`src/rtl/xc2_chunk_adder.sv`:
```
// Multi-cycle add/subtract unit: adds one CHUNK-bit slice per clock, LSB first,
// with a registered inter-chunk carry, between valid/ready producer and consumer.
module xc2_chunk_adder #(
  parameter int WIDTH = 16,
  parameter int CHUNK = 4
) (
  input  logic             clk,
  input  logic             rst_n,
  input  logic             in_valid,
  output logic             in_ready,
  input  logic [WIDTH-1:0] a,
  input  logic [WIDTH-1:0] b,
  input  logic             cin,
  input  logic             sub,
  output logic             out_valid,
  input  logic             out_ready,
  output logic [WIDTH-1:0] sum,
  output logic             cout,
  output logic             ovf
);

  localparam int STEPS = WIDTH / CHUNK;
  localparam int IDXW  = (STEPS > 1) ? $clog2(STEPS) : 1;

  generate
    if (WIDTH < 1 || CHUNK < 1 || (WIDTH % CHUNK) != 0) begin : g_badParams
      $error("xc2_chunk_adder: WIDTH must be >= 1 and a multiple of CHUNK");
    end
  endgenerate

  typedef enum logic [1:0] {
    IDLE,
    RUN,
    DONE
  } state_t;

  state_t           r_state;
  state_t           w_nextState;
  logic [WIDTH-1:0] r_a;
  logic [WIDTH-1:0] r_b;
  logic             r_carry;
  logic [IDXW-1:0]  r_idx;
  logic [WIDTH-1:0] r_sum;
  logic             r_cout;
  logic             r_ovf;
  logic             r_outValid;

  logic             w_accept;
  logic             w_lastStep;
  logic [CHUNK-1:0] w_aChunk;
  logic [CHUNK-1:0] w_bChunk;
  logic [CHUNK:0]   w_chunkSum;
  logic             w_msbCarryIn;

  assign w_accept   = in_valid & in_ready;
  assign w_lastStep = (r_idx == IDXW'(STEPS - 1));

  // One slice of the effective addition; b is already inverted for subtract.
  assign w_aChunk     = r_a[r_idx*CHUNK +: CHUNK];
  assign w_bChunk     = r_b[r_idx*CHUNK +: CHUNK];
  assign w_chunkSum   = {1'b0, w_aChunk} + {1'b0, w_bChunk} + {{CHUNK{1'b0}}, r_carry};
  assign w_msbCarryIn = w_aChunk[CHUNK-1] ^ w_bChunk[CHUNK-1] ^ w_chunkSum[CHUNK-1];

  always_ff @(posedge clk or negedge rst_n) begin
    if (!rst_n) begin
      r_state <= IDLE;
    end else begin
      r_state <= w_nextState;
    end
  end

  always_comb begin
    w_nextState = r_state;
    case (r_state)
      IDLE: begin
        if (in_valid) w_nextState = RUN;
      end
      RUN: begin
        if (w_lastStep) w_nextState = DONE;
      end
      DONE: begin
        if (out_ready) w_nextState = in_valid ? RUN : IDLE;
      end
      default: w_nextState = IDLE;
    endcase
  end

  // in_ready looks through to out_ready so DONE can overlap the next accept.
  always_comb begin
    in_ready = 1'b0;
    case (r_state)
      IDLE:    in_ready = 1'b1;
      DONE:    in_ready = out_ready;
      default: in_ready = 1'b0;
    endcase
  end

  always_ff @(posedge clk or negedge rst_n) begin
    if (!rst_n) begin
      r_a        <= '0;
      r_b        <= '0;
      r_carry    <= 1'b0;
      r_idx      <= '0;
      r_sum      <= '0;
      r_cout     <= 1'b0;
      r_ovf      <= 1'b0;
      r_outValid <= 1'b0;
    end else begin
      r_outValid <= (w_nextState == DONE);
      if (w_accept) begin
        r_a     <= a;
        r_b     <= sub ? ~b : b;
        r_carry <= cin ^ sub;
        r_idx   <= '0;
      end else if (r_state == RUN) begin
        r_sum[r_idx*CHUNK +: CHUNK] <= w_chunkSum[CHUNK-1:0];
        r_carry                     <= w_chunkSum[CHUNK];
        if (w_lastStep) begin
          r_cout <= w_chunkSum[CHUNK];
          r_ovf  <= w_msbCarryIn ^ w_chunkSum[CHUNK];
        end else begin
          r_idx <= r_idx + IDXW'(1);
        end
      end
    end
  end

  assign out_valid = r_outValid;
  assign sum       = r_sum;
  assign cout      = r_cout;
  assign ovf       = r_ovf;

endmodule
```
`config.mk`:
```
export PLATFORM = sky130hd
export DESIGN_NAME = xc2_chunk_adder
export DESIGN_NICKNAME = d
export VERILOG_FILES = /design/src/rtl/xc2_chunk_adder.sv
export SDC_FILE = /design/constraint.sdc
export NUM_CORES = 1
export LEC_CHECK = 0
export CELL_PAD_IN_SITES_DETAIL_PLACEMENT = 0
export CELL_PAD_IN_SITES_GLOBAL_PLACEMENT = 1
export CORE_MARGIN = 2
export CORE_UTILIZATION = 40
export CTS_CLUSTER_DIAMETER = 30
export CTS_CLUSTER_SIZE = 24
export DETAILED_ROUTE_END_ITERATION = 12
export PLACE_DENSITY = 0.78
export SYNTH_ARGS = -nofsm -noshare
export SYNTH_HDL_FRONTEND = slang
export SYNTH_SLANG_ARGS = --single-unit
export TNS_END_PERCENT = 5
```
`constraint.sdc`:
```
create_clock -name clk -period 3.9 [get_ports clk]
set_input_delay 0.585 -clock clk [delete_from_list [all_inputs] [get_ports clk]]
set_output_delay 0.585 -clock clk [all_outputs]
set_load 0.01 [all_outputs]
```
==> results.json, run 1 <==
{
  "postSynth.asyncResetShare": 1.000,
  "synth.distinct_cells": 30,
  "nNetsFinal": 319,
  "critPathBufInv": 0,
  "firstDrtPassIters": 4,
  "clock_sinks": 56,
  "drtAntennaViolNets": 0,
  "root_buffer": "clkbuf_8",
  "start_kind": "flip-flop",
  "cp-end-kind": "flip-flop",
  "via_count": 1771,
  "dp_hpwl_um": 3876,
  "fmax_mhz": 356.8,
  "drtIter0Drc": 55,
  "fin_total_pwr_w": 0.002827,
  "gp_congestion": 0.8157,
  "hold_buffers": 0,
  "yosysSeqAreaShare": 0.5214,
  "insertion_delay_ps": 300,
  "finalSetupTns_ps": 0,
  "antenna_found_initial": 0,
  "cts_buffers": 5,
  "cp_cell_sequence": "mux4_2 -> fa_1 -> fa_1 -> a21o_1 -> a21oi_1 -> xnor2_1 -> o21ai_0",
  "dp.cells": 340,
  "grt-ovfl-total": 0,
  "crit_fanout": 9,
  "ff2ff_path_depth": 7,
  "syn-cell-area_mm2": 0.002688,
  "finalWirelength_um": 4940,
  "grt_max_degree": 54,
  "synthTopCellsByArea": "dfrtp_1 (52%), mux2_2 (6.7%), mux4_2 (6.7%)",
  "crit_required_ps": 4080,
  "worst_slew_pin_slew_ps": 889.8,
  "r2r_end": "ovf",
  "clockBufferDepth": 2,
  "finalCriticalPeriod_ps": 2803,
  "hold_violations": 0,
  "track_usage": 0.1455,
  "synth_edf_count": 0,
  "pin_count": 58,
  "post-place-ws_ps": 1080,
  "crit_path_max_incr_delay_ps": 580,
  "path_class": "reg -> reg",
  "cts-resized-gates": 0,
  "io_buffers": 57,
  "synth_top_cell_by_area": "dfrtp_1",
  "core-area_mm2": 0.006422,
  "synth_top_area_frac": 0.5214,
  "syn_area_per_cell_um2": 12.68,
  "leakage_nw": 1.407,
  "antenna_cells": 0,
  "instances_no_fill": 347,
  "max_cap_viol_count": 0,
  "synth-warning-count": 0,
  "cts_tree": "done",
  "synth-seq-cells": 56,
  "worstHoldPathType": "in -> async",
  "slowest_stage": "dfrtp_1",
  "drive_gt1_frac": 0.1481,
  "syn_nets": 261,
  "pwr_density_cell_mw_per_mm2": 835.0,
  "start_util": 0.4185,
  "post-route-period-util": 0.7187,
  "htree_levels": 2,
  "outcome": "complete, no violations",
  "via_per_inst": 5.104,
  "post_cts_buffers": 0,
  "path_common_cell": "fa_1",
  "fin_skew_ps": 4.794,
  "setup_viol": 0,
  "ir_drop_mv": 0.3816,
  "rsz0062_at_grt": "false",
  "drv_slew": 0,
  "drc": 0,
  "grt_pass1_wl_um": 8452,
  "clk_pin_slew_ps": 90,
  "post_drt_wl_per_cell_um": 14.24,
  "synth_flop_cell": "dfrtp_1",
  "r2r-start": "r_idx[0]",
  "grt_pass1_vias": 1771,
  "arrival_ps": 2980,
  "die_h_um": 85.97,
  "die_w_um": 85.97,
  "r2r_slack_ps": 1100,
  "syn_to_final_growth_pct": 25.98,
  "path_delay_family": "adder cells",
  "worst_slack_ps": 1097,
  "cp-startpoint": "r_idx[0]",
  "synth_cells": 212,
  "relSlewSlack": 0.4049,
  "rows": 29,
  "timing.hold.ws_ps": 245.1,
  "dieArea_mm2": 0.007391
}
## logic make-up after synthesis
logic type | synth area share
buf+inv | 0.03072
compound gates | 0.1089
fa+ha+maj | 0.05680
xor+xnor | 0.06844
mux | 0.1341
flops | 0.5214
simple gates | 0.07961
## synth_stat cells (2+ instances only)
cell type and n:
dfrtp_1 56, nor2_1 20, a21oi_1 19, xnor2_1 19
mux2_2 16, a22o_1 15, nand2_1 14, ha_1 9
mux4_2 8, inv_1 5, buf_2 3, buf_4 3
o21ai_0 3, a21o_1 2, buf_6 2, fa_1 2
nand3_1 2, xor2_1 2
## worst max path at each step
stage                to  slack, ps  depth (start not counted)
finish              ovf       1100                          7
floorplan           ovf       1110                          8
CTS                 ovf       1070                          7
global route        ovf        900                          7
detailed placement  ovf       1080                          7
global placement    ovf       1140                          7
## metrics by stage
stage,utilization,cell area (µm²)
global placement,0.5151,3308
finish,0.5272,3386
global route,0.5272,3386
CTS,0.5272,3386
floorplan,-,2688
detailed placement,0.5151,3308
## power breakdown
part / switching (W) / internal, W
sequential: 0.000188 / 0.000841
combinational: 0.000756 / 0.000754
clock: 0.000165 / 0.000122
## cells in the final DEF, fill, tap and decap left out, types with 2 or more instances in the layout
cell type         n
a21oi_1          19
nand3_1           2
nand2_1          14
mux2_2           16
a21o_1            2
clkbuf_8          5
xnor2_1          19
nor2_1           20
ha_1              9
inv_1             5
buf_4             3
clkdlybuf4s50_1  56
xor2_1            2
o21ai_0           3
a22o_1           15
fa_1              2
mux4_2            8
dfrtp_1          56
## per-layer routing
layer  up-vias  global-route usage  wire, µm
met2        45              0.2502      2409
met1       860              0.1857      2249
met4         0             0.03175        52
met5         -                   0         0
met3         6             0.03657       229
li1        860                   -         -
## layout make-up
type / count / area [µm²]
clock buffers: 6 / 72.57
multi-input cells: 142 / 1204
well taps: 77 / 96.34
fillers: 577 / 3037
repair buffers: 60 / 588.1
flip-flops and latches: 56 / 1401
inverters: 5 / 18.77
clock inverters: 1 / 5.005
## registers in the layout, indices dropped and copies added, names as in the netlist
register and cells:
r_state 2, r_idx 2, r_carry 1, r_a 16
ovf 1, sum 16, cout 1, r_b 16
out_valid 1
No activity file was read; power rests on OpenSTA's default activity.
==> inputs of run 2 (changes only) <==
==> constraint.sdc (replaced) <==
create_clock -name clk -period 2.9 [get_ports clk]
set_input_delay 0.435 -clock clk [delete_from_list [all_inputs] [get_ports clk]]
set_output_delay 0.435 -clock clk [all_outputs]
set_load 0.01 [all_outputs]
==> run 2 against run 1 <==
Combinational power up 40%. Sequential cell count is the same. Global-route usage rose by 0.24 points. Largest cell class unchanged. Highest routed layer unchanged.
==> results.json, run 2 (synthesized netlist as in run 1, its figures left out) <==
{
  "outcome": "complete, no violations",
  "crit_path_max_incr_delay_ps": 540,
  "drive_gt1_frac": 0.1564,
  "cts_buffers": 5,
  "fin_skew_ps": 6.906,
  "dp_hpwl_um": 3889,
  "place_area_mm2": 0.003343,
  "path_delay_family": "adder cells",
  "drc": 0,
  "setup_viol": 0,
  "antenna_found_initial": 0,
  "rows": 29,
  "clock_sinks": 56,
  "fin_util": 0.5361,
  "multi_input_area_mm2": 0.001204,
  "final_area_mm2": 0.003443,
  "fmax_mhz": 382.1,
  "antenna_cells": 0,
  "cp_cell_sequence": "mux4_2 -> fa_1 -> fa_1 -> a21o_1 -> a21oi_1 -> xnor2_1 -> o21ai_0",
  "grt_pass1_vias": 1787,
  "cts_tree": "done",
  "cp-end-kind": "flip-flop",
  "die_h_um": 85.97,
  "post_cts_buffers": 0,
  "drtIter0Drc": 83,
  "timing.hold.ws_ps": 505.5,
  "syn_to_final_growth_pct": 28.12,
  "worstHoldPathType": "reg -> reg",
  "finalCriticalPeriod_ps": 2617,
  "gp_congestion": 0.8019,
  "pin_count": 58,
  "track_usage": 0.1479,
  "ir_drop_mv": 0.4646,
  "layout_common_cells": "dfrtp_1 (56), clkdlybuf4s50_1 (56), nor2_1 (20), a21oi_1 (19), xnor2_1 (19)",
  "hold_violations": 0,
  "drtAntennaViolNets": 0,
  "firstDrtPassIters": 5,
  "register_area_mm2": 0.001401,
  "crit_fanout": 4,
  "arrival_ps": 2800,
  "clockBufferDepth": 2,
  "finalSetupTns_ps": 0,
  "path_class": "reg -> reg",
  "htree_levels": 2,
  "rsz0062_at_grt": "false",
  "relSlewSlack": 0.3819,
  "leakage_nw": 1.433,
  "die_w_um": 85.97,
  "post-route-period-util": 0.9024,
  "dieArea_mm2": 0.007391,
  "root_buffer": "clkbuf_8",
  "clk_pin_slew_ps": 90,
  "crit_required_ps": 3090,
  "grt-ovfl-total": 0,
  "finalWirelength_um": 5004,
  "critPathBufInv": 0,
  "max_cap_viol_count": 0,
  "grt_pass1_wl_um": 8583,
  "start_kind": "flip-flop",
  "drv_slew": 0,
  "via_count": 1758,
  "post_drt_wl_per_cell_um": 14.22,
  "core-area_mm2": 0.006422,
  "fin_total_pwr_w": 0.003881,
  "start_util": 0.4185,
  "path_common_cell": "fa_1",
  "grt_max_degree": 54,
  "worst_slew_pin_slew_ps": 924.3,
  "insertion_delay_ps": 300,
  "pwr_density_cell_mw_per_mm2": 1127,
  "io_buffers": 57,
  "n_fill_cell": 570,
  "slowest_stage": "mux4_2",
  "cts-resized-gates": 0,
  "via_per_inst": 4.994,
  "nNetsFinal": 323
}
==> run 2: cell count changes in the layout (fill, tap and decap cells not counted), sizes merged <==
cell	delta
buf	+3
dlygate4sd3	+1
clkinv	-1
clkbuf	+2
==> run 2: stage by stage <==
step	setup slack (ps)	cells
after floorplan	110.2	212
after global placement	327.0	343
after detailed placement	285.4	343
after CTS	275.7	352
after global routing	98.97	352
final	283.0	352
==> run 2: per-layer routing <==
metal  up-vias  GRT usage  share of wire
li1        865          -              -
met1       844     0.1968           0.46
met2        44     0.2452           0.49
met3         5    0.03561          0.041
met4         0    0.03463         0.0080
met5         -          0              0
==> run 2: power breakdown <==
part           leakage [nW]  internal (W)  switching [W]
Combinational         0.705       0.00104        0.00107
Clock                0.0455      0.000195       0.000230
Sequential            0.683       0.00113       0.000214
Total                  1.43       0.00237        0.00151
==> run 2: path summary, 6_finish.rpt <==
check / from / to / slack (ps) / cells past startpoint
worst max register to register: r_idx[0] / ovf / 280 / 7
worst max-delay path: r_idx[0] / ovf / 280 / 7
max in group asynchronous: rst_n / r_b[13] / 1750 / 3
worst min register to register: sum[2] / sum[2] / 510 / 2
min in group asynchronous: rst_n / r_a[13] / 530 / 2
worst min-delay path: sum[2] / sum[2] / 510 / 2
==> run 2: area by class of cell <==
| class | instances | share of cell area |
|---|---|---|
| sequential | 56 | 0.4070 |
| multi-input combinational | 142 | 0.3496 |
| inverter | 5 | 0.005451 |
| tap | 77 | 0.02798 |
| clock buffer | 8 | 0.02616 |
| timing repair buffer | 64 | 0.1839 |
==> run 2: worst reg2reg max path, stage by stage, from the launching register on <==
cell	delay [ps]
dfrtp_1	430
mux4_2	540
fa_1	440
fa_1	410
a21o_1	200
a21oi_1	250
xnor2_1	150
o21ai_0	90
==> run 2: timing repair <==
item / 4_1_cts / 5_1_grt
setup endpoints to repair: 0 / 0
hold buffers: 1 / 0
hold endpoints to repair: 10 / 0
